**config.mk**
```make
export PLATFORM = sky130hd
export DESIGN_NAME = fp_add_reducer
export DESIGN_NICKNAME = d
export VERILOG_FILES = /design/src/rtl/fp_add_reducer.sv
export SDC_FILE = /design/constraint.sdc
export NUM_CORES = 1
export LEC_CHECK = 0
export CORE_ASPECT_RATIO = 2
export CORE_UTILIZATION = 60
export CTS_BUF_LIST = sky130_fd_sc_hd__clkbuf_2
export DETAILED_ROUTE_END_ITERATION = 6
export PLACE_DENSITY = 0.83
export SLEW_MARGIN = 25
export SYNTH_ARGS = -nofsm -noshare
export SYNTH_HDL_FRONTEND = slang
export SYNTH_SLANG_ARGS = --single-unit
export TNS_END_PERCENT = 100
```
**constraint.sdc**
```tcl
create_clock -name clk -period 12.3 [get_ports clk]
set_clock_uncertainty 0.2 [all_clocks]
set_input_delay 1.23 -clock clk [delete_from_list [all_inputs] [get_ports clk]]
set_output_delay 1.23 -clock clk [all_outputs]
set_load 0.03 [all_outputs]
```
**src/rtl/fp_add_reducer.sv**
```systemverilog
// fp_add_reducer: sums framed float vectors by pairing LIFO partial sums through an external adder.
module fp_add_reducer #(
    parameter int DATA_W  = 32,
    parameter int POOL_D  = 8,
    parameter int MAX_OUT = 1
) (
    input  logic              clk,
    input  logic              rst,
    input  logic              in_valid,
    output logic              in_ready,
    input  logic [DATA_W-1:0] in_data,
    input  logic              in_last,
    output logic              add_start,
    output logic [DATA_W-1:0] add_op_a,
    output logic [DATA_W-1:0] add_op_b,
    input  logic              add_done,
    input  logic [DATA_W-1:0] add_res,
    output logic              sum_valid,
    input  logic              sum_ready,
    output logic [DATA_W-1:0] sum
);
    localparam int CW = $clog2(POOL_D + 1);
    localparam int OW = $clog2(MAX_OUT + 1);
    localparam int IW = $clog2(POOL_D);
    localparam int SW = (CW > OW ? CW : OW) + 1;

    typedef enum logic [1:0] {ACCUM, DRAIN, OUT} state_t;

    state_t            state;
    logic [CW-1:0]     cnt, cnt_pop, cnt_res, cnt_nxt;
    logic [OW-1:0]     out_cnt;
    logic [DATA_W-1:0] entry [POOL_D];
    logic              issue, done_ok, accept;
    logic [IW-1:0]     idx_a, idx_b, idx_res, idx_in;

    // Occupancy counts in-flight adds, so a returning result always has a free slot.
    assign in_ready = (state == ACCUM) && (SW'(cnt) + SW'(out_cnt) <= SW'(POOL_D - 1));
    assign issue    = (state != OUT) && (cnt >= CW'(2)) && (out_cnt < OW'(MAX_OUT));
    assign done_ok  = add_done && (out_cnt != '0);
    assign accept   = in_valid && in_ready;
    assign cnt_pop  = issue ? cnt - CW'(2) : cnt;
    assign cnt_res  = cnt_pop + CW'(done_ok);
    assign cnt_nxt  = cnt_res + CW'(accept);
    assign idx_a    = IW'(cnt - CW'(1));
    assign idx_b    = IW'(cnt - CW'(2));
    assign idx_res  = IW'(cnt_pop);
    assign idx_in   = IW'(cnt_res);

    // Pool writes land above the popped pair: adder result first, then the new element.
    always_ff @(posedge clk) begin
        if (done_ok) entry[idx_res] <= add_res;
        if (accept) entry[idx_in] <= in_data;
    end

    // Control FSM with registered adder issue and registered sum hand-off.
    always_ff @(posedge clk or posedge rst) begin
        if (rst) begin
            state     <= ACCUM;
            cnt       <= '0;
            out_cnt   <= '0;
            add_start <= 1'b0;
            add_op_a  <= '0;
            add_op_b  <= '0;
            sum_valid <= 1'b0;
            sum       <= '0;
        end else begin
            add_start <= issue;
            if (issue) begin
                add_op_a <= entry[idx_a];
                add_op_b <= entry[idx_b];
            end
            out_cnt <= out_cnt + OW'(issue) - OW'(done_ok);
            case (state)
                ACCUM: begin
                    cnt <= cnt_nxt;
                    if (accept && in_last) state <= DRAIN;
                end
                DRAIN: begin
                    cnt <= cnt_nxt;
                    if (cnt == CW'(1) && out_cnt == '0) begin
                        state     <= OUT;
                        sum       <= entry[0];
                        sum_valid <= 1'b1;
                    end
                end
                OUT: begin
                    if (sum_ready) begin
                        state     <= ACCUM;
                        cnt       <= '0;
                        sum_valid <= 1'b0;
                    end
                end
                default: state <= ACCUM;
            endcase
        end
    end
endmodule
```
==> results of run 1 <==
power by group through the flow:
stage	Clock, mW	Sequential (mW)	Combinational [mW]
after detailed placement	0	2.01	3.00
after CTS	0.770	1.98	3.01
after global placement	0	1.98	2.95
after global routing	0.824	2.02	3.17
after floorplan	0	2.20	1.82
final	0.751	1.98	3.00
how the worst max path moves through the flow:
stage / end / slack, ns / from / depth (start not counted)
detailed placement: entry[6][12]$_DFFE_PP_ / 6.76 / cnt[0]$_DFFE_PP0P_ / 10
CTS: entry[6][13]$_DFFE_PP_ / 6.69 / cnt[0]$_DFFE_PP0P_ / 10
global route: entry[5][17]$_DFFE_PP_ / 6.35 / cnt[0]$_DFFE_PP0P_ / 10
global placement: entry[5][10]$_DFFE_PP_ / 6.94 / cnt[0]$_DFFE_PP0P_ / 10
floorplan: entry[6][0]$_DFFE_PP_ / 7.45 / cnt[1]$_DFFE_PP0P_ / 8
finish: entry[5][21]$_DFFE_PP_ / 6.68 / cnt[0]$_DFFE_PP0P_ / 10
Yosys cell counts (all sizes together), types with 11 or more instances:
| cell | instances | area, um^2 |
|---|---|---|
| a21oi | 69 | 345 |
| buf | 45 | 208 |
| clkbuf | 38 | 143 |
| dfrtp | 105 | 2630 |
| edfxtp | 256 | 7690 |
| ha | 11 | 138 |
| mux2 | 288 | 3240 |
| mux2i | 65 | 651 |
| mux4 | 128 | 2880 |
| nand2 | 13 | 48.8 |
| nor2 | 78 | 293 |
| o21ai | 11 | 55.1 |
logic make-up (layout without fill, tap and decap cells):
group | Yosys count | in the layout | share of synthesized area (%)
mux | 481 | 481 | 36.3
flops | 361 | 361 | 55.2
simple gates | 117 | 117 | 2.75
compound gates | 91 | 91 | 2.60
buf+inv | 91 | 336 | 2.04
fa+ha+maj | 11 | 11 | 0.737
xor+xnor | 5 | 5 | 0.375
other cells | 0 | 1 | 0
routing by layer:
metal  part of all wire (%)  track usage [%]  up-vias  routed length (um)
met3                    5.2             4.79      109                2400
met5                      0                0        -                   0
met1                     34             32.8     5967               15700
li1                       -                -     5013                   -
met2                     57             56.7      451               26300
met4                    3.9             14.9        0                1810
state kept, by name, indices dropped and copies added (netlist names):
register,flops
sum,32
entry,256
add_op_b,32
add_start,1
cnt,4
out_cnt,1
add_op_a,32
sum_valid,1
state,2
stage by stage:
step	instances	hold slack [ns]	area [um^2]	setup WS [ns]	util, %
floorplan	1157	0.295	18700	7.45	-
global placement	1634	0.289	20800	6.94	67.6
detailed placement	1634	0.294	20800	6.76	67.6
global route	1775	0.331	21500	6.35	70.0
finish	1775	0.313	21500	6.68	70.0
CTS	1774	0.318	21500	6.69	70.0
final cells by class:
| cell class | count | area [um^2] | area share, % |
|---|---|---|---|
| antenna | 1 | 2.50 | 0.0116 |
| clock buffer | 125 | 626 | 2.91 |
| clock inverter | 15 | 86.3 | 0.401 |
| inverter | 8 | 35.0 | 0.163 |
| multi-input combinational | 705 | 8150 | 37.9 |
| sequential | 361 | 10300 | 48.0 |
| tap | 372 | 465 | 2.16 |
| timing repair buffer | 188 | 1830 | 8.51 |
==> flow_summary_export.csv, run 1 <==
group,metric,value,unit
worst_setup_path,r2r_slack,6.68,ns
timing,slew_viol_final,0,
power_and_ir_drop,leakagePower,7.83,nW
worst_hold_path,hold_end,"sum[20]$_DFFE_PP0P_",
timing,setup_viol,0,
power_and_ir_drop,switching_share,41.2,%
global_route,grt_pass1_wl,70700,um
power_and_ir_drop,seq_power_share,34.5,%
global_route,overflow,0,
worst_setup_path,critical_path.max_stage_delay,1.09,ns
global_route,grt_pass1_vias,12400,
floorplanning,die_x,127,um
routing,wl_per_cell,26.1,um
logic_synthesis,ys_types,39,
logic_synthesis,netlist_instances,1157,
cells_and_area,num-nets-final,1423,
timing,hold_viol_final,0,
logic_synthesis,synth-edff-count,256,
worst_hold_path,worst_hold_path.num_cells,1,
logic_synthesis,syn_area,18700,um^2
logic_synthesis,avgSynthCellArea,16.1,um^2
worst_setup_path,crit_path_cell_trace,"inv_1 > ha_1 > or4_4 > nand2_1 > o21ai_0 > ha_1 > xnor2_2 > nand3_2 > o21ai_4 > buf_4",
placement,hpwl,28900,um
cts,cts_root_buffer,"clkbuf_2",
power_and_ir_drop,clockPowerShare,13.1,%
placement,numPortBuffers,168,
routing,first_pass_iters,7,
cts,clk_latency,0.95,ns
power_and_ir_drop,powerDensity,266,nW/um^2
logic_synthesis,synth-seq-area-share,55.2,%
worst_setup_path,cp_slowest_cell,"dfrtp_4",
power_and_ir_drop,p_total,5.73,mW
cells_and_area,num-fill-cells,2098,
job,max-cap-violations,0,
timing,max_slew_margin,30.0,%
worst_setup_path,cp.buffers_inverters,2,
cells_and_area,final_layout_size_suffix_gt1_share,41.8,%
worst_setup_path,critPathKind,"reg -> reg",
worst_setup_path,crit_required,12.68,ns
power_and_ir_drop,intPower,3.37,mW
routing,via_per_inst,6.50,
worst_setup_path,critPathArrivalTime,6.01,ns
cts,cts_resized,0,
cts,clk_path_buf_depth,3,
timing,setup_tns,0,ns
timing,final.period_utilization,45.7,%
timing,worst_pin_slew,1.05,ns
floorplanning,initial_core_util,60.8,%
power_and_ir_drop,power_frac_comb,52.4,%
floorplanning,boundaryPins,169,
cts,htreeDepth,3,
routing,drt-total-wl,46300,um
cells_and_area,layout_commonest_cell,"mux2_2",
logic_synthesis,synth_top_flop_cell,"edfxtp_1",
global_route,antenna_found_initial,1,
worst_setup_path,path_max_fanout,53,
cells_and_area,mostFrequentLayoutCells,"mux2_2 (281), edfxtp_1 (256), clkdlybuf4s50_1 (168), mux4_2 (128), clkbuf_2 (125)",
power_and_ir_drop,ir_worst_vdd,0.221,mV
timing,rsz0062_at_grt,"false",
cts,cts_tree,"yes",
worst_hold_path,hp-class,"reg -> reg",
worst_setup_path,critPathTopFamily,"simple AND/OR/NAND/NOR gates",
worst_setup_path,timing.rr.end,"entry[5][21]$_DFFE_PP_",
routing,drc,0,
worst_setup_path,path_common_cell,"ha_1",
logic_synthesis,ys_ff_latch,361,
logic_synthesis,yosysWarnings,0,
logic_synthesis,async_flop_share,29.1,%
cells_and_area,synthToLayoutAreaGrowth,15.2,%
logic_synthesis,synth_nets,1238,
floorplanning,die_y,252,um
worst_hold_path,min_from,"sum[20]$_DFFE_PP0P_",
floorplanning,core,30700,um^2
timing,period_minus_slack,5.62,ns
cts,clock_sinks,361,
routing,dr_total_vias,11500,
worst_setup_path,timing.rr.start,"cnt[0]$_DFFE_PP0P_",
worst_setup_path,worstRegToRegCells,10,
routing,drtAntennaViolNets,0,
cts,postCtsSetupRepairBufs,0,
cts,clkTransAtPathRegs,0.10,ns
floorplanning,rows,91,
floorplanning,die_area,31900,um^2
global_route,grt_max_degree,100,
cts,cts_inserted_buffers,78,
worst_setup_path,end_kind,"flip-flop",
cts,hold_buffers,0,
timing,fmax,178,MHz
power_and_ir_drop,p_switching,2.36,mW
run_status,outcome,"completed",
global_route,gr-usage-all-layers,30.3,%
worst_setup_path,cp-start-kind,"flip-flop",
routing,drtIter0Drc,892,
placement,gp_congestion,0.827,
(Power assumes the default switching activity.)
==> run 2, diff against run 1 <==
Clock period 12.3 ns to 5.5 ns, I/O delays scaled along.
==> run 2 against run 1 <==
  * The flow now finishes with violations (design-rule violations)
  * Register-to-register slack worse by 5.6 ns
  * Sequential share of layout area down 0.28 points
  * Count of clock-buffer cells in the layout down 1
  * Non-clock buffer count up 9
  * Total power up 130%
  * Clock power up 130%
  * Cell count up 0.85%
  * Highest routed layer is now met5
==> flow_summary_export.csv, run 2 (synthesis gave the netlist of run 1 again) <==
group,metric,value,unit
power_and_ir_drop,power_frac_comb,52.6,%
cells_and_area,final_cells,1790,
cts,clk_latency,0.98,ns
power_and_ir_drop,ir_worst_vdd,0.506,mV
cells_and_area,mostFrequentLayoutCells,"mux2_2 (281), edfxtp_1 (256), clkdlybuf4s50_1 (168), mux4_2 (128), clkbuf_2 (124)",
routing,drtAntennaViolNets,0,
placement,hpwl,28500,um
job,max-cap-violations,0,
worst_hold_path,hp-class,"in -> reg",
cts,cts_resized,0,
power_and_ir_drop,leakagePower,7.89,nW
worst_setup_path,crit_required,4.75,ns
global_route,grt_pass1_vias,12500,
timing,worst_pin_slew,1.07,ns
power_and_ir_drop,switching_share,40.9,%
floorplanning,die_y,252,um
global_route,gr-usage-all-layers,30.0,%
cts,cts_tree,"yes",
power_and_ir_drop,clockPowerShare,13.4,%
power_and_ir_drop,intPower,7.63,mW
timing,period_minus_slack,4.62,ns
floorplanning,rows,91,
worst_setup_path,path_max_fanout,48,
cells_and_area,finish.instance_area,21600,um^2
run_status,violations,"design-rule violations",
cells_and_area,num-nets-final,1432,
routing,dr_total_vias,11600,
placement,placedCellCount,1639,
routing,wl_per_cell,25.7,um
worst_setup_path,critPathKind,"reg -> out",
power_and_ir_drop,p_total,12.9,mW
cts,cts_inserted_buffers,78,
placement,place_ws,1.24,ns
worst_setup_path,cp_slowest_cell,"dfrtp_4",
cts,clkTransAtPathRegs,0.12,ns
worst_setup_path,cp-start-kind,"flip-flop",
cts,clock_sinks,361,
power_and_ir_drop,powerDensity,597,nW/um^2
timing,slew_viol_final,0,
cells_and_area,final_layout_size_suffix_gt1_share,41.8,%
global_route,overflow,0,
routing,via_per_inst,6.49,
cells_and_area,synthToLayoutAreaGrowth,15.9,%
placement,placed_area,20800,um^2
worst_setup_path,end_kind,"primary output",
global_route,antenna_found_initial,3,
timing,setup_viol,0,
timing,setup_tns,0,ns
global_route,grt_pass1_wl,70400,um
worst_setup_path,crit_path_cell_trace,"buf_4 > ha_1 > nand3_1 > a21oi_1 > o21bai_1 > nor2_1 > clkdlybuf4s50_1",
routing,first_pass_iters,7,
floorplanning,die_x,127,um
cells_and_area,top_register,"entry",
cts,htreeDepth,3,
floorplanning,boundaryPins,169,
cells_and_area,largest_register_ffs,256,
placement,numPortBuffers,168,
timing,hold_ws,0.0748,ns
timing,rsz0062_at_grt,"false",
cells_and_area,layout_commonest_cell,"mux2_2",
timing,hold_viol_final,0,
placement,gp_congestion,0.849,
cts,clk_path_buf_depth,3,
global_route,grt_max_degree,100,
routing,drt-total-wl,46000,um
power_and_ir_drop,p_switching,5.29,mW
timing,fmax,217,MHz
floorplanning,initial_core_util,60.8,%
timing,worst_slack,0.883,ns
routing,drtIter0Drc,781,
cts,cts_root_buffer,"clkbuf_2",
cells_and_area,fin_util,70.4,%
timing,max_slew_margin,28.2,%
floorplanning,core,30700,um^2
worst_setup_path,critical_path.max_stage_delay,0.90,ns
timing,final.period_utilization,83.9,%
routing,drc,2,
power_and_ir_drop,seq_power_share,34.0,%
run_status,outcome,"complete, but fails checks",
floorplanning,die_area,31900,um^2
worst_setup_path,critPathArrivalTime,3.87,ns
## run 2: layer usage
| layer | track usage (%) | share of wire, % | up-vias |
|---|---|---|---|
| met5 | 0 | 0.057 | - |
| met4 | 14.0 | 3.7 | 4 |
| met3 | 5.00 | 5.8 | 131 |
| met2 | 55.7 | 56 | 493 |
| met1 | 33.3 | 35 | 5964 |
| li1 | - | - | 5033 |
## run 2: timing repair
item,in CTS,in global routing
hold endpoints to repair,68,0
setup buffers,0,0
hold buffers,3,0
## run 2: area by class of cell
cell class | instances | area (um^2)
sequential | 361 | 10300
fill | 2043 | 9090
multi-input combinational | 705 | 8140
timing repair buffer | 197 | 1930
clock buffer | 124 | 621
tap | 372 | 465
clock inverter | 20 | 129
inverter | 8 | 37.5
antenna | 3 | 7.51
## run 2: final timing paths
path	endpoint	slack, ns	cells past startpoint	from
worst max-delay path	in_ready	0.88	7	cnt[1]$_DFFE_PP0P_
worst min-delay path	state[0]$_DFFE_PP0P_	0.07	5	in_last
worst max register to register	entry[3][1]$_DFFE_PP_	1.12	8	cnt[1]$_DFFE_PP0P_
worst min register to register	sum[19]$_DFFE_PP0P_	0.31	1	sum[19]$_DFFE_PP0P_
max in group asynchronous	sum[4]$_DFFE_PP0P_	3.66	4	rst
min in group asynchronous	add_op_b[17]$_DFFE_PP0P_	0.40	3	rst
## run 2: power groups by stage
stage	combinational, mW	clock, mW	sequential [mW]
detailed placement	6.75	0	4.46
global route	7.19	1.89	4.49
CTS	6.78	1.78	4.40
global placement	6.64	0	4.41
finish	6.79	1.73	4.40
floorplan	4.07	0	4.92
## run 2: critical path, delay by kind of cell (launching register included)
family,cells,cell delay (ns)
simple gates,2,0.19
flops,1,0.90
compound gates,2,0.26
buf+inv,2,1.26
fa+ha+maj,1,0.26
==> run 3, diff against run 2 <==
Clock period 5.5 ns to 4.4 ns, I/O delays scaled along.
==> run 3 against run 2 <==
  * The flow now finishes without violations
  * First-iteration DRC count decreased by 2.4%
  * Cell count up 1.7%
  * Core utilization is 0.95 points higher
  * Flip-flop and latch count is the same
  * Die area is the same
  * Combinational power rose by 28%
  * Non-clock buffer count grew 25
  * Register-to-register slack worse by 0.50 ns
  * Sequential share of layout area down 0.63 points
  * Clock power is 24% higher
  * Total power is 26% higher
  * Routed wire length fell by 0.30%
  * Critical endpoint unchanged
==> flow_summary_export.csv, run 3 (synthesis gave the netlist of run 1 again) <==
group,metric,value,unit
cells_and_area,num-nets-final,1459,
worst_setup_path,cp-start-kind,"flip-flop",
cts,cts_inserted_buffers,80,
cells_and_area,layout_commonest_cell,"mux2_2",
cts,cts_root_buffer,"clkbuf_2",
power_and_ir_drop,ir_worst_vdd,0.620,mV
timing,final.period_utilization,94.2,%
worst_setup_path,crit_required,3.76,ns
timing,period_minus_slack,4.14,ns
cts,postCtsSetupRepairBufs,0,
job,max-cap-violations,0,
run_status,outcome,"completed",
worst_hold_path,min_from,"add_res[31]",
cts,clock_sinks,361,
timing,setup_viol,0,
worst_setup_path,timing.rr.start,"cnt[1]$_DFFE_PP0P_",
cts,htreeDepth,3,
cts,clk_path_buf_depth,3,
routing,drtAntennaViolNets,0,
global_route,grt_pass1_wl,70300,um
cts,clk_latency,0.98,ns
cells_and_area,top_register,"entry",
power_and_ir_drop,leakagePower,8.05,nW
timing,rsz0062_at_grt,"false",
cells_and_area,largest_register_ffs,256,
timing,hold_viol_final,0,
timing,fmax,241,MHz
cts,cts_resized,0,
routing,drtIter0Drc,762,
floorplanning,boundaryPins,169,
cells_and_area,final_layout_size_suffix_gt1_share,42.8,%
timing,worst_pin_slew,0.970,ns
global_route,grt_max_degree,133,
routing,drc,0,
worst_setup_path,critPathArrivalTime,3.50,ns
worst_setup_path,critPathKind,"reg -> out",
routing,first_pass_iters,7,
worst_setup_path,path_max_fanout,26,
timing,hold_ws,0.129,ns
timing,slew_viol_final,0,
global_route,grt_use_met3,5.22,%
routing,wl_per_cell,25.2,um
global_route,overflow,0,
power_and_ir_drop,powerDensity,741,nW/um^2
global_route,grt_util_met2,55.5,%
cts,cts_tree,"yes",
floorplanning,die_x,127,um
floorplanning,die_y,252,um
global_route,grt_use_met1,32.7,%
cells_and_area,mostFrequentLayoutCells,"mux2_2 (281), edfxtp_1 (256), clkdlybuf4s50_1 (168), clkbuf_2 (129), mux4_2 (128)",
timing,max_slew_margin,35.1,%
worst_hold_path,worst_hold_path.num_cells,2,
floorplanning,core,30700,um^2
cts,clkTransAtPathRegs,0.11,ns
cells_and_area,synthToLayoutAreaGrowth,17.5,%
timing,setup_tns,0,ns
routing,via_per_inst,6.40,
routing,dr_total_vias,11700,
routing,drt-total-wl,45900,um
floorplanning,initial_core_util,60.8,%
placement,numPortBuffers,168,
placement,gp_congestion,0.806,
worst_setup_path,startpoint,"cnt[1]$_DFFE_PP0P_",
placement,hpwl,29600,um
global_route,grt-busiest-layer,"met2",
floorplanning,die_area,31900,um^2
worst_setup_path,worstRegToRegCells,9,
floorplanning,rows,91,
global_route,grt_pass1_vias,12600,
global_route,gr-usage-all-layers,29.9,%
worst_hold_path,hp-class,"in -> reg",
global_route,antenna_found_initial,3,
worst_setup_path,end_kind,"primary output",
-- run 3: cell count changes in the layout (fill, tap and decap cells not counted), moves of 2 or more --
cell / delta
buf_16: +4
buf_4: +18
clkbuf_2: +5
clkinv_2: +2
dlygate4sd3_1: +2
-- run 3: path summary, 6_finish.rpt --
kind | endpoint | slack [ns]
max in group asynchronous | add_op_a[13]$_DFFE_PP0P_ | 2.74
worst max register to register | entry[0][13]$_DFFE_PP_ | 0.62
worst max-delay path | in_ready | 0.26
worst min-delay path | entry[2][31]$_DFFE_PP_ | 0.13
min in group asynchronous | cnt[1]$_DFFE_PP0P_ | 0.37
worst min register to register | sum[26]$_DFFE_PP0P_ | 0.31
-- run 3: power breakdown --
| group | total (mW) | switching, mW | leakage, nW | internal (mW) |
|---|---|---|---|---|
| logic | 8.71 | 4.74 | 3.91 | 3.97 |
| clock network | 2.15 | 1.33 | 0.589 | 0.826 |
| registers | 5.39 | 0.562 | 3.54 | 4.83 |
| total | 16.3 | 6.63 | 8.05 | 9.63 |
-- run 3: cell type report --
cell class	instances	area (um^2)
fillers	1996	8800
well taps	372	465
diodes	4	10.0
inverters	8	35.0
multi-input cells	705	8140
repair buffers	222	2210
flip-flops and latches	361	10300
clock buffers	129	646
clock inverters	20	105
-- run 3: what timing repair did --
item                                   4_1_cts  5_1_grt
setup endpoints to repair                    0        0
endpoints found under the hold margin       65        0
hold buffers                                 5        0
-- run 3: worst max-delay path, cell delays in order (launching register included) --
cell,delay (ns)
dfrtp_4,0.62
buf_4,0.45
ha_1,0.25
nand3_1,0.08
a21oi_1,0.15
o21bai_1,0.17
nor2_1,0.12
clkdlybuf4s50_1,0.68
-- run 3: per-stage QoR --
step	util [%]	instances	area [um^2]	worst slack, ns	power (mW)
floorplan	-	1157	18700	0.290	11.2
global placement	68.3	1658	21000	0.754	13.8
detailed placement	68.5	1660	21000	0.741	14.1
CTS	71.1	1814	21800	0.208	16.3
global route	71.4	1821	21900	0.125	17.0
finish	71.4	1821	21900	0.255	16.3
-- run 3: layer usage --
metal / share of wire [%] / vias to the layer above
met3: 5.7 / 111
met5: 0 / -
met4: 3.2 / 0
li1: - / 5099
met1: 35 / 5965
met2: 56 / 481
